<file path="src/rtl/vector_dot_arbiter.sv">
// Round-robin arbiter that shares one element-wise vector multiply unit among
// NUM_REQ requesters, with a watchdog that aborts and resets a hung unit.
module vector_dot_arbiter #(
    parameter int NUM_REQ           = 2,
    parameter int VECTOR_LEN        = 5,
    parameter int A_CELL_WIDTH      = 8,
    parameter int B_CELL_WIDTH      = 8,
    parameter int RESULT_CELL_WIDTH = 8,
    parameter int TIMEOUT           = 64
) (
    input  logic                                          clk,
    input  logic                                          rst,
    input  logic [NUM_REQ-1:0]                            req,
    input  logic [NUM_REQ*VECTOR_LEN*A_CELL_WIDTH-1:0]    req_a,
    input  logic [NUM_REQ*VECTOR_LEN*B_CELL_WIDTH-1:0]    req_b,
    output logic [NUM_REQ-1:0]                            grant,
    output logic [NUM_REQ-1:0]                            done,
    output logic [VECTOR_LEN*RESULT_CELL_WIDTH-1:0]       resp_result,
    output logic                                          resp_error,
    output logic                                          busy,
    output logic                                          dp_start,
    output logic                                          dp_rst,
    output logic [VECTOR_LEN*A_CELL_WIDTH-1:0]            dp_a,
    output logic [VECTOR_LEN*B_CELL_WIDTH-1:0]            dp_b,
    input  logic [VECTOR_LEN*RESULT_CELL_WIDTH-1:0]       dp_result,
    input  logic                                          dp_valid,
    input  logic                                          dp_error
);

    localparam int A_VEC = VECTOR_LEN * A_CELL_WIDTH;
    localparam int B_VEC = VECTOR_LEN * B_CELL_WIDTH;
    localparam int R_VEC = VECTOR_LEN * RESULT_CELL_WIDTH;
    localparam int PTR_W = (NUM_REQ > 1) ? $clog2(NUM_REQ) : 1;
    localparam int WD_W  = $clog2(TIMEOUT + 1);
    localparam logic [PTR_W:0]   NREQ      = (PTR_W+1)'(NUM_REQ);
    localparam logic [PTR_W-1:0] LAST_IDX  = PTR_W'(NUM_REQ - 1);
    localparam logic [WD_W-1:0]  WD_LIMIT  = WD_W'(TIMEOUT);

    typedef enum logic [2:0] {
        S_IDLE,
        S_ISSUE,
        S_WAIT,
        S_DONE,
        S_ABORT
    } state_t;

    state_t                 state_reg, state_next;
    logic [PTR_W-1:0]       ptr_reg, ptr_next;
    logic [PTR_W-1:0]       winner_reg, winner_next;
    logic [WD_W-1:0]        wd_reg, wd_next;
    logic [NUM_REQ-1:0]     grant_reg, grant_next;
    logic [NUM_REQ-1:0]     done_reg, done_next;
    logic [R_VEC-1:0]       resp_result_reg, resp_result_next;
    logic                   resp_error_reg, resp_error_next;
    logic                   busy_reg, busy_next;
    logic                   dp_start_reg, dp_start_next;
    logic                   dp_rst_reg, dp_rst_next;
    logic [A_VEC-1:0]       dp_a_reg, dp_a_next;
    logic [B_VEC-1:0]       dp_b_reg, dp_b_next;

    logic [A_VEC-1:0]       a_slice [NUM_REQ];
    logic [B_VEC-1:0]       b_slice [NUM_REQ];

    genvar gi;
    generate
        for (gi = 0; gi < NUM_REQ; gi++) begin : g_slice
            assign a_slice[gi] = req_a[gi*A_VEC +: A_VEC];
            assign b_slice[gi] = req_b[gi*B_VEC +: B_VEC];
        end
    endgenerate

    // First requesting index at or after the pointer, wrapping modulo NUM_REQ.
    logic             arb_found;
    logic [PTR_W-1:0] arb_idx;
    logic [PTR_W:0]   cand;

    always_comb begin
        arb_found = 1'b0;
        arb_idx   = '0;
        cand      = '0;
        for (int i = 0; i < NUM_REQ; i++) begin
            cand = {1'b0, ptr_reg} + (PTR_W+1)'(i);
            if (cand >= NREQ) begin
                cand = cand - NREQ;
            end
            if (!arb_found && req[cand[PTR_W-1:0]]) begin
                arb_found = 1'b1;
                arb_idx   = cand[PTR_W-1:0];
            end
        end
    end

    logic [WD_W-1:0] wd_inc;
    assign wd_inc = wd_reg + WD_W'(1);

    always_comb begin
        state_next       = state_reg;
        ptr_next         = ptr_reg;
        winner_next      = winner_reg;
        wd_next          = wd_reg;
        grant_next       = grant_reg;
        done_next        = '0;
        resp_result_next = resp_result_reg;
        resp_error_next  = resp_error_reg;
        dp_start_next    = 1'b0;
        dp_rst_next      = 1'b0;
        dp_a_next        = dp_a_reg;
        dp_b_next        = dp_b_reg;

        case (state_reg)
            S_IDLE: begin
                if (arb_found) begin
                    winner_next          = arb_idx;
                    grant_next           = '0;
                    grant_next[arb_idx]  = 1'b1;
                    dp_a_next            = a_slice[arb_idx];
                    dp_b_next            = b_slice[arb_idx];
                    dp_start_next        = 1'b1;
                    state_next           = S_ISSUE;
                end
            end
            S_ISSUE: begin
                wd_next    = '0;
                state_next = S_WAIT;
            end
            S_WAIT: begin
                // A valid arriving on the watchdog's last cycle still counts.
                if (dp_valid) begin
                    resp_result_next = dp_result;
                    resp_error_next  = dp_error;
                    done_next        = grant_reg;
                    state_next       = S_DONE;
                end else begin
                    wd_next = wd_inc;
                    if (wd_inc == WD_LIMIT) begin
                        resp_result_next = '0;
                        resp_error_next  = 1'b1;
                        dp_rst_next      = 1'b1;
                        state_next       = S_ABORT;
                    end
                end
            end
            S_ABORT: begin
                done_next  = grant_reg;
                state_next = S_DONE;
            end
            S_DONE: begin
                ptr_next   = (winner_reg == LAST_IDX) ? '0 : winner_reg + PTR_W'(1);
                grant_next = '0;
                state_next = S_IDLE;
            end
            default: begin
                state_next = S_IDLE;
                grant_next = '0;
            end
        endcase

        busy_next = (state_next != S_IDLE);
    end

    always_ff @(posedge clk or negedge rst) begin
        if (!rst) begin
            state_reg       <= S_IDLE;
            ptr_reg         <= '0;
            winner_reg      <= '0;
            wd_reg          <= '0;
            grant_reg       <= '0;
            done_reg        <= '0;
            resp_result_reg <= '0;
            resp_error_reg  <= 1'b0;
            busy_reg        <= 1'b0;
            dp_start_reg    <= 1'b0;
            dp_rst_reg      <= 1'b0;
            dp_a_reg        <= '0;
            dp_b_reg        <= '0;
        end else begin
            state_reg       <= state_next;
            ptr_reg         <= ptr_next;
            winner_reg      <= winner_next;
            wd_reg          <= wd_next;
            grant_reg       <= grant_next;
            done_reg        <= done_next;
            resp_result_reg <= resp_result_next;
            resp_error_reg  <= resp_error_next;
            busy_reg        <= busy_next;
            dp_start_reg    <= dp_start_next;
            dp_rst_reg      <= dp_rst_next;
            dp_a_reg        <= dp_a_next;
            dp_b_reg        <= dp_b_next;
        end
    end

    assign grant       = grant_reg;
    assign done        = done_reg;
    assign resp_result = resp_result_reg;
    assign resp_error  = resp_error_reg;
    assign busy        = busy_reg;
    assign dp_start    = dp_start_reg;
    assign dp_rst      = dp_rst_reg;
    assign dp_a        = dp_a_reg;
    assign dp_b        = dp_b_reg;

endmodule

</file>
<file path="config.mk">
export PLATFORM = sky130hd
export DESIGN_NAME = vector_dot_arbiter
export DESIGN_NICKNAME = d
export VERILOG_FILES = /design/src/rtl/vector_dot_arbiter.sv
export SDC_FILE = /design/constraint.sdc
export NUM_CORES = 1
export LEC_CHECK = 0
export BUFFER_PORTS_ARGS = -buffer_cell sky130_fd_sc_hd__buf_2
export CORE_AREA = 10 10 130 132
export DETAILED_ROUTE_END_ITERATION = 6
export DIE_AREA = 0 0 140 142
export HOLD_SLACK_MARGIN = 0.02
export PLACE_DENSITY_LB_ADDON = 0.15
export SETUP_SLACK_MARGIN = 0.2
export SYNTH_ARGS = -nofsm -noshare
export SYNTH_HDL_FRONTEND = slang
export SYNTH_SLANG_ARGS = --single-unit
</file>
<file path="constraint.sdc">
create_clock -name clk -period 1.85 [get_ports clk]
set_clock_uncertainty 0.05 [all_clocks]
set_input_delay 0.185 -clock clk [delete_from_list [all_inputs] [get_ports clk]]
set_output_delay 0.185 -clock clk [all_outputs]
set_load 0.02 [all_outputs]
</file>
After elaboration in Yosys (flattened, before gate mapping)
Cells that the tools add are included.
W data, S select, Z words.
{"block": "totals", "elab_cells": 84, "ff_bits": 140, "output_inout_bits": 128, "in_bits": 206}
{"block": "classes", "n_mux": 38, "bitwise": 2, "reduce_logical": 12, "addsub": 5, "n_lt_le_gt_ge": 7, "eq_ne": 7}
{"op": "$mux W40", "count": 8}
{"op": "$mux W1", "count": 19}
{"op": "$pmux W7 S2", "count": 1}
{"op": "$pmux W3 S4", "count": 1}
{"op": "$mux W3", "count": 3}
{"op": "$pmux W2 S2", "count": 2}
{"op": "$reduce_and A2 Y1", "count": 4}
{"op": "$add A7 B1 Y7 const B", "count": 1}
{"op": "$eq A7 B7 Y1 const B", "count": 1}
{"op": "$mux W7", "count": 1}
{"op": "$eq A3 B2 Y1 const B", "count": 2}
{"op": "$lt A1 B2 Y1 const B", "count": 3}
{"op": "$ge A2 B2 Y1 const B", "count": 2}
{"op": "$mux W2", "count": 2}
{"op": "$ne A2 B2 Y1 const B", "count": 2}
{"op": "$reduce_bool A2 Y1", "count": 2}
{"op": "$eq A3 B1 Y1 const B", "count": 1}
{"op": "$eq A3 B3 Y1 const B", "count": 1}
{"op": "$logic_not A3 Y1", "count": 1}
{"op": "$reduce_bool A3 Y1", "count": 1}
{"op": "$reduce_or A3 Y1", "count": 1}
{"op": "$add A1 B1 Y2 const B", "count": 1}
{"op": "$ge A1 B2 Y1 const B", "count": 1}
{"op": "$logic_and A1 B1 Y1", "count": 2}
{"op": "7 further kinds", "count": 8}

Longest topological paths before layout
Gate-level depths: netlist (run 1).
{"block": "depth", "word_depth": 14, "mapped_depth": 6, "ltp_nobuf": 5}

Worst setup path before layout (run 1)
Ideal clock, no wire load.
{"block": "synth_timing", "path_kind": "reg2reg", "from": "register wd_reg[0]", "to": "register resp_result_reg[10] (netlist: resp_result[10])", "period_less_slack_ns": 1.715, "required_time_ns": 1.676, "path_slack_ns": 0.135, "setup_ns": 0.124, "path_stages_with_launch": 7, "t_arrival_ns": 1.541, "cell_sequence": "dfrtp_1 > ha_1 > xor2_1 > nand4_1 > a211oi_2 > buf_2 > a21oi_1"}
{"block": "synth_via", "elab_chain_len": 4}
{"element": "from (decl)", "line_no": "50", "source": "logic [WD_W-1:0] wd_reg, wd_next;"}
{"element": "from (signal assigned)", "line_no": "180", "source": "wd_reg <= wd_next;"}
{"element": "$add A7 B1 Y7", "line_no": "94", "source": "assign wd_inc = wd_reg + WD_W'(1);"}
{"element": "$eq A7 B7 Y1", "line_no": "135", "source": "if (wd_inc == WD_LIMIT) begin"}
{"element": "$reduce_bool A2 Y1 (no line)"}
{"element": "$reduce_and A2 Y1 (no line)"}
{"element": "to (signal assigned)", "line_no": "183", "source": "resp_result_reg <= resp_result_next;"}
{"element": "to (decl)", "line_no": "53", "source": "logic [R_VEC-1:0] resp_result_reg, resp_result_next;"}
Every way passes these cells.
A chain may end at the register's enable or synchronous reset.

Final worst setup path (run 1)
{"block": "layout_timing", "from": "register wd_reg[1]", "to": "register resp_result_reg[34] (netlist: resp_result[34])"}
The elaborated chain is that of the path after synthesis.

==> results of run 1 <==
[kinds of logic after synthesis]
| logic type | after synthesis |
|---|---|
| buffers and inverters | 53 |
| AOI/OAI and AO/OA | 162 |
| muxes | 82 |
| and+or+nand+nor | 207 |
| adders and majority gates | 1 |
| xor gates and xnor gates | 1 |
| DFF | 140 |
[through the flow]
step	setup WS (ns)	cells	instance area (µm²)	power [µW]	util
finish	0.0415	1291	10200	16100	0.710
global route	-0.0468	1291	10200	17200	0.710
global placement	0.0470	1154	8410	12200	0.588
floorplan	0.153	646	6310	9520	-
detailed placement	0.00516	1154	8410	12400	0.588
CTS	0.0729	1282	10000	16100	0.700
[power by group through the flow]
stage	combinational (µW)	sequential [µW]	clock, µW
after CTS	7600	5220	3260
after global placement	7050	5190	0
after detailed placement	7160	5240	0
final	7710	5240	3190
after global routing	8410	5410	3390
after floorplan	2700	6810	0
[worst paths after layout]
| check | start | slack [ns] | to |
|---|---|---|---|
| hold / removal | req_a[11] | 0.04 | dp_a[11] |
| setup reg to reg | wd_reg[1] | 0.04 | resp_result[34] |
| min in group asynchronous | rst | 0.23 | dp_a[12] |
| hold reg to reg | winner_reg | 0.40 | ptr_reg |
| max in group asynchronous | rst | 0.93 | resp_result[1] |
| setup / recovery | wd_reg[1] | 0.04 | resp_result[34] |
[per-layer routing]
layer  vias up  track usage
met5         -            0
met4         0        0.113
met3        57       0.0811
met2       284        0.390
met1      3021        0.247
li1       3108            -
[cell type report]
class	count	area (µm²)	area share
antenna	2	5.00	0.000492
clock buffer	24	472	0.0464
clock inverter	3	65.1	0.00640
inverter	6	22.5	0.00222
multi-input combinational	453	2600	0.256
sequential	140	3500	0.345
tap	184	230	0.0226
timing repair buffer	479	3270	0.321
[cells in the mapped netlist]
cell | instances | share of area
sky130_fd_sc_hd__o21bai_1 | 1 | 0.0012
sky130_fd_sc_hd__and3_1 | 2 | 0.0020
sky130_fd_sc_hd__o32ai_1 | 1 | 0.0014
sky130_fd_sc_hd__or2_1 | 1 | 0.00099
sky130_fd_sc_hd__a41oi_1 | 1 | 0.0014
sky130_fd_sc_hd__a32o_1 | 1 | 0.0016
sky130_fd_sc_hd__a211oi_1 | 2 | 0.0024
sky130_fd_sc_hd__dfrtp_1 | 140 | 0.56
sky130_fd_sc_hd__and4_4 | 1 | 0.0018
sky130_fd_sc_hd__a22oi_1 | 2 | 0.0024
sky130_fd_sc_hd__o22a_1 | 1 | 0.0014
sky130_fd_sc_hd__a32oi_1 | 2 | 0.0028
sky130_fd_sc_hd__nand2_1 | 94 | 0.056
sky130_fd_sc_hd__nand2b_1 | 1 | 0.00099
sky130_fd_sc_hd__inv_1 | 6 | 0.0036
sky130_fd_sc_hd__o211ai_1 | 1 | 0.0012
sky130_fd_sc_hd__buf_1 | 1 | 0.00060
sky130_fd_sc_hd__and4b_1 | 1 | 0.0016
sky130_fd_sc_hd__o21ai_0 | 15 | 0.012
sky130_fd_sc_hd__a22o_1 | 1 | 0.0014
sky130_fd_sc_hd__nand3b_1 | 1 | 0.0012
sky130_fd_sc_hd__a211oi_2 | 1 | 0.0020
sky130_fd_sc_hd__mux2i_1 | 82 | 0.13
sky130_fd_sc_hd__a31oi_1 | 3 | 0.0030
sky130_fd_sc_hd__a21boi_0 | 1 | 0.0012
sky130_fd_sc_hd__a21oi_1 | 126 | 0.10
sky130_fd_sc_hd__nor3_1 | 2 | 0.0016
sky130_fd_sc_hd__buf_2 | 29 | 0.023
sky130_fd_sc_hd__nor3_4 | 1 | 0.0026
sky130_fd_sc_hd__and3b_1 | 1 | 0.0014
sky130_fd_sc_hd__nand3_1 | 2 | 0.0016
sky130_fd_sc_hd__xor2_1 | 1 | 0.0014
sky130_fd_sc_hd__a211o_1 | 2 | 0.0028
sky130_fd_sc_hd__and2_1 | 2 | 0.0020
sky130_fd_sc_hd__or3_1 | 1 | 0.00099
sky130_fd_sc_hd__o41ai_1 | 1 | 0.0014
sky130_fd_sc_hd__nor2_1 | 94 | 0.056
sky130_fd_sc_hd__clkbuf_1 | 17 | 0.010
sky130_fd_sc_hd__ha_1 | 1 | 0.0020
sky130_fd_sc_hd__nand4_1 | 1 | 0.00099
sky130_fd_sc_hd__nor2b_1 | 2 | 0.0020
[critical path: stages (launching register included)]
cell and delay (ns):
sky130_fd_sc_hd__dfrtp_1 0.42, sky130_fd_sc_hd__ha_2 0.22, sky130_fd_sc_hd__xor2_1 0.15, sky130_fd_sc_hd__nand4_1 0.18, sky130_fd_sc_hd__a211oi_4 0.26, sky130_fd_sc_hd__buf_4 0.18
sky130_fd_sc_hd__buf_16 0.16, sky130_fd_sc_hd__a21oi_1 0.06
[timing repair]
item | CTS | global route
gates cloned | 3 | 3
hold buffers | 90 | 0
pin swaps | 3 | 4
setup endpoints to repair | 44 | 95
buffers inserted | 8 | 4
gates resized for setup | 4 | 11
endpoints found under the hold margin | 179 | 0
==> flow_metrics.tcl, run 1 <==
set metrics [dict create \
    cts.htree.levels 4 \
    clk_pin_slew_ns 0.06 \
    initialDrtViolationCount 388 \
    met3_length_um 2050 \
    total_internal_power_uw 9480 \
    final.setup.tns_ns 0 \
    clkSinkCount 140 \
    detailed_route_wire_length_um 24000 \
    wl_met1_um 8940 \
    min-delay-path-class "in -> reg" \
    setup_viol 0 \
    total_switching_power_uw 6670 \
    seq_area_frac_synth 0.556 \
    worstRegToRegCells 7 \
    die_h_um 142 \
    cts_root_buffer "sky130_fd_sc_hd__clkbuf_16" \
    worst-setup-path-type "reg -> reg" \
    gate_count_of_the_mapped_netlist 646 \
    die_area_mm2 0.0199 \
    grt_first_pass_wirelength_um 36200 \
    number_of_register_bits_inferred_by_synthesis 140 \
    timing.slew.headroom 0.711 \
    comb_power_share 0.478 \
    placementRows 44 \
    leakage_uw 0.00516 \
    ant_nets 0 \
    syn-num-nets 853 \
    leading_cell_type_in_the_layout_fill_and_taps_excluded "sky130_fd_sc_hd__buf_2" \
    grt_start_max_net_pins 45 \
    worstSkewPairLatency_ns 0.41 \
    sequentialPowerShare 0.325 \
    pwr_density_cell_mw_per_mm2 1590 \
    worst_setup_path_end_kind "flop" \
    gp_congestion 0.856 \
    synth_fa_ha_area_frac 0.00199 \
    globalRoute.totalOverflow 0 \
    post_synth_and_or_nand_nor_area_fraction 0.134 \
    drcViolationCount 0 \
    ir_drop_worst_case_vdd_mv 0.802 \
    longest_clk_path_bufs 2 \
    via_per_inst 5.01 \
    num-nets-final 1304 \
    most-common-layout-cells "sky130_fd_sc_hd__buf_2, sky130_fd_sc_hd__dfrtp_1, sky130_fd_sc_hd__a21oi_1" \
    fin_crit_sh 0.978 \
    synth_compound_gate_area_share 0.139 \
    grt_setup_unrepaired "true" \
    start_kind "flop" \
    dr_wl_met2_um 12000 \
    die_w_um 140 \
    initial_utilization 0.440 \
    muxShareOfSynthArea 0.130 \
    yosys_warnings 0 \
    detailroute.via_count 6470 \
    coreArea_mm2 0.0143 \
    dr.pass1.iters 5 \
    worst_hold_path.num_cells 3 \
    wire_per_inst_um 18.6 \
    grt_pass1_vias 6856 \
    antenna_found_initial 2 \
    grt_use_total 0.228 \
    layout-drive-gt1-share 0.382 \
    post_synth_instance_area_mm2 0.00630 \
    synth_top_family_by_area "compound AO/OA/AOI/OAI gates" \
    filler_cell_count 1084 \
    finalHoldViolCount 0 \
    worstPathRequired_ns 2.10 \
    cts_buffers 17 \
    placement.io_buffers 333 \
    hold_slack_ns 0.0371 \
    drv_slew 0 \
    fin_crit_ns 1.81 \
    synth_xor_xnor_area_share 0.00139 \
    cp_data_arrival_time_ns 2.06 \
    netlist-cell-type-count 41 \
    synth.avg_cell_area_um2 9.75 \
    result_of_the_run "completed" \
    critPathMaxFanout 21 \
    clkPwrFrac 0.198 \
    achievable-frequency_mhz 553 \
    switching_share 0.413 \
    detailedPlacementHpwl_um 16500 \
    worst-slew-pin-transition_ns 0.433 \
    highest-signal-layer "met4" \
    design.portCount 334 \
    drv.max_cap_violation_count 0 \
    tritoncts "built" \
    syn_to_final_growth_pct 61.3 \
]
(Power assumes the default switching activity.)
==> run 2, diff against run 1 <==
Clock period 1.85 ns to 1.7 ns, I/O delays scaled along.
==> run 2 against run 1 <==
Effect of this change:
- the flow now finishes with violations (setup timing)
- setup slack worse by 0.23 ns
- first-iteration DRC count is 19% higher
- critical path depth stayed put
- sequential share of layout area is 6.9 points lower
- clock-buffer cell count is 6 lower
- clock power is 30% higher
==> flow_metrics.tcl, run 2 (synthesis results as in run 1) <==
set metrics [dict create \
    gp_congestion 0.814 \
    cp_data_arrival_time_ns 2.14 \
    grt_pass1_vias 8103 \
    finalHoldViolCount 0 \
    cp_slowest_stage_delay_ns 0.44 \
    worst-slew-pin-transition_ns 0.451 \
    result_of_the_run "finished with violations" \
    detailroute.via_count 7644 \
    worstRegToRegCells 7 \
    hold_slack_ns 0.0219 \
    antenna_found_initial 4 \
    beginning_of_the_worst_hold_path "req_a[4]" \
    setup_slack_on_the_worst_flop_to_flop_path_ns -0.19 \
    achievable-frequency_mhz 528 \
    fin_crit_ns 1.89 \
    min-delay-path-class "in -> reg" \
    drcViolationCount 0 \
    cts.htree.levels 4 \
    timing.slew.headroom 0.699 \
    wire_per_inst_um 24.1 \
    syn_to_final_growth_pct 102 \
    final.setup.worst_slack_ns -0.193 \
    cts_root_buffer "sky130_fd_sc_hd__clkbuf_16" \
    num-nets-final 1390 \
    grt_use_total 0.294 \
    drv.max_cap_violation_count 0 \
    ir_drop_worst_case_vdd_mv 1.23 \
    total_internal_power_uw 13400 \
    start_kind "flop" \
    detailedPlace.worstSlack_ns -0.0766 \
    grt_first_pass_wirelength_um 46000 \
    pwr_density_cell_mw_per_mm2 1860 \
    post_route_standard_cell_area_excluding_fillers_mm2 0.0127 \
    worst-setup-path-type "reg -> reg" \
    clkSinkCount 140 \
    placementRows 44 \
    totalPowerFinal_uw 23600 \
    tritoncts "built" \
    globalRoute.totalOverflow 0 \
    layout-drive-gt1-share 0.573 \
    design.portCount 334 \
    critPathTopFamily "flip-flops" \
    initial_utilization 0.440 \
    worstPathCellList "ha_4 > xor2_1 > nand4_1 > a211oi_4 > buf_6 > buf_16 > a21oi_1" \
    drv_slew 0 \
    detailed_route_wire_length_um 33400 \
    fin_crit_sh 1.11 \
    hold_path_end "dp_a[4]" \
    detailedPlacementHpwl_um 16700 \
    final.setup.tns_ns -7.34 \
    sequentialPowerShare 0.266 \
    worstPathBufferInverterCount 2 \
    dr.pass1.iters 6 \
    worst_setup_path_end_kind "flop" \
    clkPwrFrac 0.176 \
    grt_setup_unrepaired "true" \
    placement.io_buffers 333 \
    ant_nets 0 \
    filler_cell_count 650 \
    leading_cell_type_in_the_layout_fill_and_taps_excluded "sky130_fd_sc_hd__buf_2" \
    clk_pin_slew_ns 0.06 \
    longest_clk_path_bufs 2 \
    worstPathRequired_ns 1.95 \
    coreArea_mm2 0.0143 \
    switching_share 0.433 \
    rr_startpoint "wd_reg[1]" \
    comb_power_share 0.558 \
    worstSkewPairLatency_ns 0.41 \
    via_per_inst 5.52 \
    die_w_um 140 \
    detailed_place.area_mm2 0.00876 \
    setup_viol 57 \
    worst_path_max_delay_cell "sky130_fd_sc_hd__dfrtp_1" \
    worst_hold_path.num_cells 3 \
    grt_start_max_net_pins 49 \
    initialDrtViolationCount 460 \
    cts_buffers 17 \
    worstReg2RegEnd "resp_result[10]" \
    die_h_um 142 \
    most-common-layout-cells "sky130_fd_sc_hd__buf_2, sky130_fd_sc_hd__dfrtp_1, sky130_fd_sc_hd__dlygate4sd3_1" \
    total_switching_power_uw 10200 \
    violations_in_the_final_reports "setup timing" \
    leakage_uw 0.00589 \
    die_area_mm2 0.0199 \
    critPathMaxFanout 11 \
]
-- run 2: power by group through the flow --
stage               logic, µW  registers (µW)  clock network, µW
global route            13800            6390               4340
detailed placement       8480            5700                  0
finish                  13200            6280               4160
CTS                     11500            5970               4150
global placement         8350            5620                  0
floorplan                3560            7410                  0
-- run 2: per-layer routing --
| metal | track usage | wire (µm) |
|---|---|---|
| met1 | 0.307 | 11200 |
| met2 | 0.526 | 17300 |
| met3 | 0.0908 | 2740 |
| met4 | 0.144 | 2130 |
| met5 | 0 | 0 |
-- run 2: final cells by class --
| class | count | area [µm²] | share of cell area |
|---|---|---|---|
| Antenna cell | 4 | 10.0 | 0.000787 |
| Clock buffer | 18 | 439 | 0.0345 |
| Tap cell | 184 | 230 | 0.0181 |
| Sequential cell | 140 | 3510 | 0.276 |
| Clock inverter | 14 | 215 | 0.0169 |
| Timing Repair Buffer | 565 | 4610 | 0.363 |
| Inverter | 6 | 25.0 | 0.00197 |
| Multi-Input combinational cell | 453 | 3680 | 0.289 |
-- run 2: through the flow --
step | utilization | std cells
6_report | 0.889 | 1384
5_1_grt | 0.889 | 1384
4_1_cts | 0.841 | 1365
3_5_place_dp | 0.612 | 1171
3_3_place_gp | 0.612 | 1171
2_1_floorplan | - | 646
-- run 2: timing repair --
item                       4_1_cts  5_1_grt
resized for setup              212      103
setup buffers                   23        6
setup endpoints to repair      111      133
hold endpoints to repair       227        1
pin swaps                       28       30
cloned                          16        8
hold buffers                   123        1
-- run 2: how the worst max path moves through the flow --
stage | from | to | slack (ns) | depth (start not counted)
floorplan | wd_reg[0] | resp_result[10] | 0.003 | 6
global placement | wd_reg[1] | resp_error | -0.04 | 6
detailed placement | wd_reg[0] | resp_error | -0.08 | 6
CTS | wd_reg[0] | resp_result[14] | -0.08 | 7
global route | wd_reg[1] | resp_result[10] | -0.25 | 7
finish | wd_reg[1] | resp_result[10] | -0.19 | 7
-- run 2: worst register-to-register path, delay by kind of cell, from the launching register on --
kind,cells,cell delay (ns)
XOR/XNOR,1,0.15
AO/OA/AOI/OAI,2,0.42
flip-flops,1,0.44
adder cells (fa/ha/maj),1,0.19
AND/OR/NAND/NOR,1,0.21
buffers and inverters,2,0.33
==> run 3, diff against run 2 <==
Settings changed: SKIP_CTS_REPAIR_TIMING from default to 1.
==> run 3 against run 2 <==
Effect of this change:
- sequential share of layout area increased by 2.7 points
- hold slack got worse by 0.020 ns
- die area unchanged
- the run still ends with setup timing left
- setup slack improved by 0.057 ns
- highest routed layer unchanged
==> flow_metrics.tcl, run 3 (synthesis results as in run 1) <==
set metrics [dict create \
    longest_clk_path_bufs 2 \
    drcViolationCount 0 \
    ant_nets 0 \
    sequentialPowerShare 0.282 \
    syn_to_final_growth_pct 84.2 \
    die_area_mm2 0.0199 \
    coreArea_mm2 0.0143 \
    total_switching_power_uw 9100 \
    detailedPlace.worstSlack_ns -0.0766 \
    final.setup.tns_ns -4.64 \
    grt_first_pass_wirelength_um 32800 \
    timing.slew.headroom 0.706 \
    cts_root_buffer "sky130_fd_sc_hd__clkbuf_16" \
    cp_data_arrival_time_ns 2.08 \
    total_internal_power_uw 12500 \
    clkSinkCount 140 \
    grt_setup_unrepaired "true" \
    comb_power_share 0.528 \
    setup_viol 46 \
    min-delay-path-class "in -> reg" \
    placement.io_buffers 333 \
    fin_crit_ns 1.84 \
    utilization 0.811 \
    die_w_um 140 \
    dr.pass1.iters 5 \
    finalHoldViolCount 0 \
    initial_utilization 0.440 \
    detailedPlacementHpwl_um 16700 \
    pwr_density_cell_mw_per_mm2 1860 \
    achievable-frequency_mhz 545 \
    initialDrtViolationCount 299 \
    globalRoute.totalOverflow 0 \
    via_per_inst 5.20 \
    detailed_route_wire_length_um 27100 \
    die_h_um 142 \
    layout-drive-gt1-share 0.543 \
    final.setup.worst_slack_ns -0.136 \
    dp_cells 1171 \
    grt_start_max_net_pins 49 \
    leakage_uw 0.00554 \
    worst-setup-path-type "reg -> reg" \
    cts_buffers 17 \
    num-nets-final 1333 \
    placementRows 44 \
    worstPathRequired_ns 1.95 \
    most-common-layout-cells "sky130_fd_sc_hd__buf_2, sky130_fd_sc_hd__dfrtp_1, sky130_fd_sc_hd__nand2_1" \
    gp_congestion 0.814 \
    ir_drop_worst_case_vdd_mv 1.06 \
    start_kind "flop" \
    detailroute.via_count 6883 \
    result_of_the_run "finished with violations" \
    drv.max_cap_violation_count 0 \
    grt_use_total 0.206 \
    antenna_found_initial 1 \
    grt_pass1_vias 6247 \
    worst_setup_path_end_kind "flop" \
    wire_per_inst_um 20.5 \
    clk_pin_slew_ns 0.06 \
    drv_slew 0 \
    fin_crit_sh 1.08 \
    cts.htree.levels 4 \
    critPathMaxFanout 10 \
    worst-slew-pin-transition_ns 0.442 \
    leading_cell_type_in_the_layout_fill_and_taps_excluded "sky130_fd_sc_hd__buf_2" \
    violations_in_the_final_reports "setup timing" \
    clkPwrFrac 0.190 \
    switching_share 0.421 \
    tritoncts "built" \
    finished_layout_cells 1324 \
    design.portCount 334 \
    worstSkewPairLatency_ns 0.41 \
]
-- run 3: cell types whose count changed in the layout (fill, tap and decap cells not counted), sizes merged --
cell	delta
buf	-28
clkbuf	+8
clkinvlp	+1
diode	-3
dlygate4sd3	-37
inv	-1
-- run 3: final timing paths --
| kind | depth (start not counted) | startpoint | to | slack, ns |
|---|---|---|---|---|
| min in group asynchronous | 2 | rst | dp_b[34] | 0.18 |
| max in group asynchronous | 3 | rst | resp_result[18] | 0.83 |
| hold reg to reg | 1 | winner_reg | ptr_reg | 0.42 |
| setup reg to reg | 6 | wd_reg[1] | resp_result[24] | -0.14 |
| setup / recovery | 6 | wd_reg[1] | resp_result[24] | -0.14 |
| hold / removal | 3 | req_b[54] | dp_b[14] | 0.002 |
-- run 3: routing by layer --
metal  part of all wire  GRT usage  routed length, µm  vias up
li1                   -          -                  -     3184
met1               0.36      0.219               9890     3342
met2               0.53      0.363              14300      308
met3              0.079     0.0885               2160       49
met4              0.028     0.0679                771        0
met5                  0          0                  0        -
-- run 3: power groups by stage --
stage	Combinational (µW)	Sequential, µW	Clock, µW
5_1_grt	12100	6260	4310
4_1_cts	8490	5680	4150
6_report	11400	6090	4100
3_5_place_dp	8480	5700	0
3_3_place_gp	8350	5620	0
2_1_floorplan	3560	7410	0
-- run 3: area by class of cell --
cell class,count,area (µm²)
flip-flops and latches,140,3510
well taps,184,230
clock buffers,18,439
inverters,6,26.3
multi-input cells,453,3370
clock inverters,14,215
fillers,848,2710
diodes,1,2.50
repair buffers,508,3820
-- run 3: worst max-delay path: stages, from the launching register on --
cell	delay, ns
sky130_fd_sc_hd__dfrtp_1	0.44
sky130_fd_sc_hd__and4_4	0.20
sky130_fd_sc_hd__a211o_1	0.35
sky130_fd_sc_hd__a211oi_4	0.27
sky130_fd_sc_hd__buf_4	0.18
sky130_fd_sc_hd__buf_6	0.16
sky130_fd_sc_hd__a21oi_1	0.06
-- run 3: stage by stage --
step	power, µW	hold WS (ns)	area (µm²)
after global routing	22700	0.00723	11600
after detailed placement	14200	0.0506	8760
after global placement	14000	0.0550	8760
after CTS	18300	-0.390	9410
after floorplan	11000	-0.176	6600
final	21600	0.00182	11600
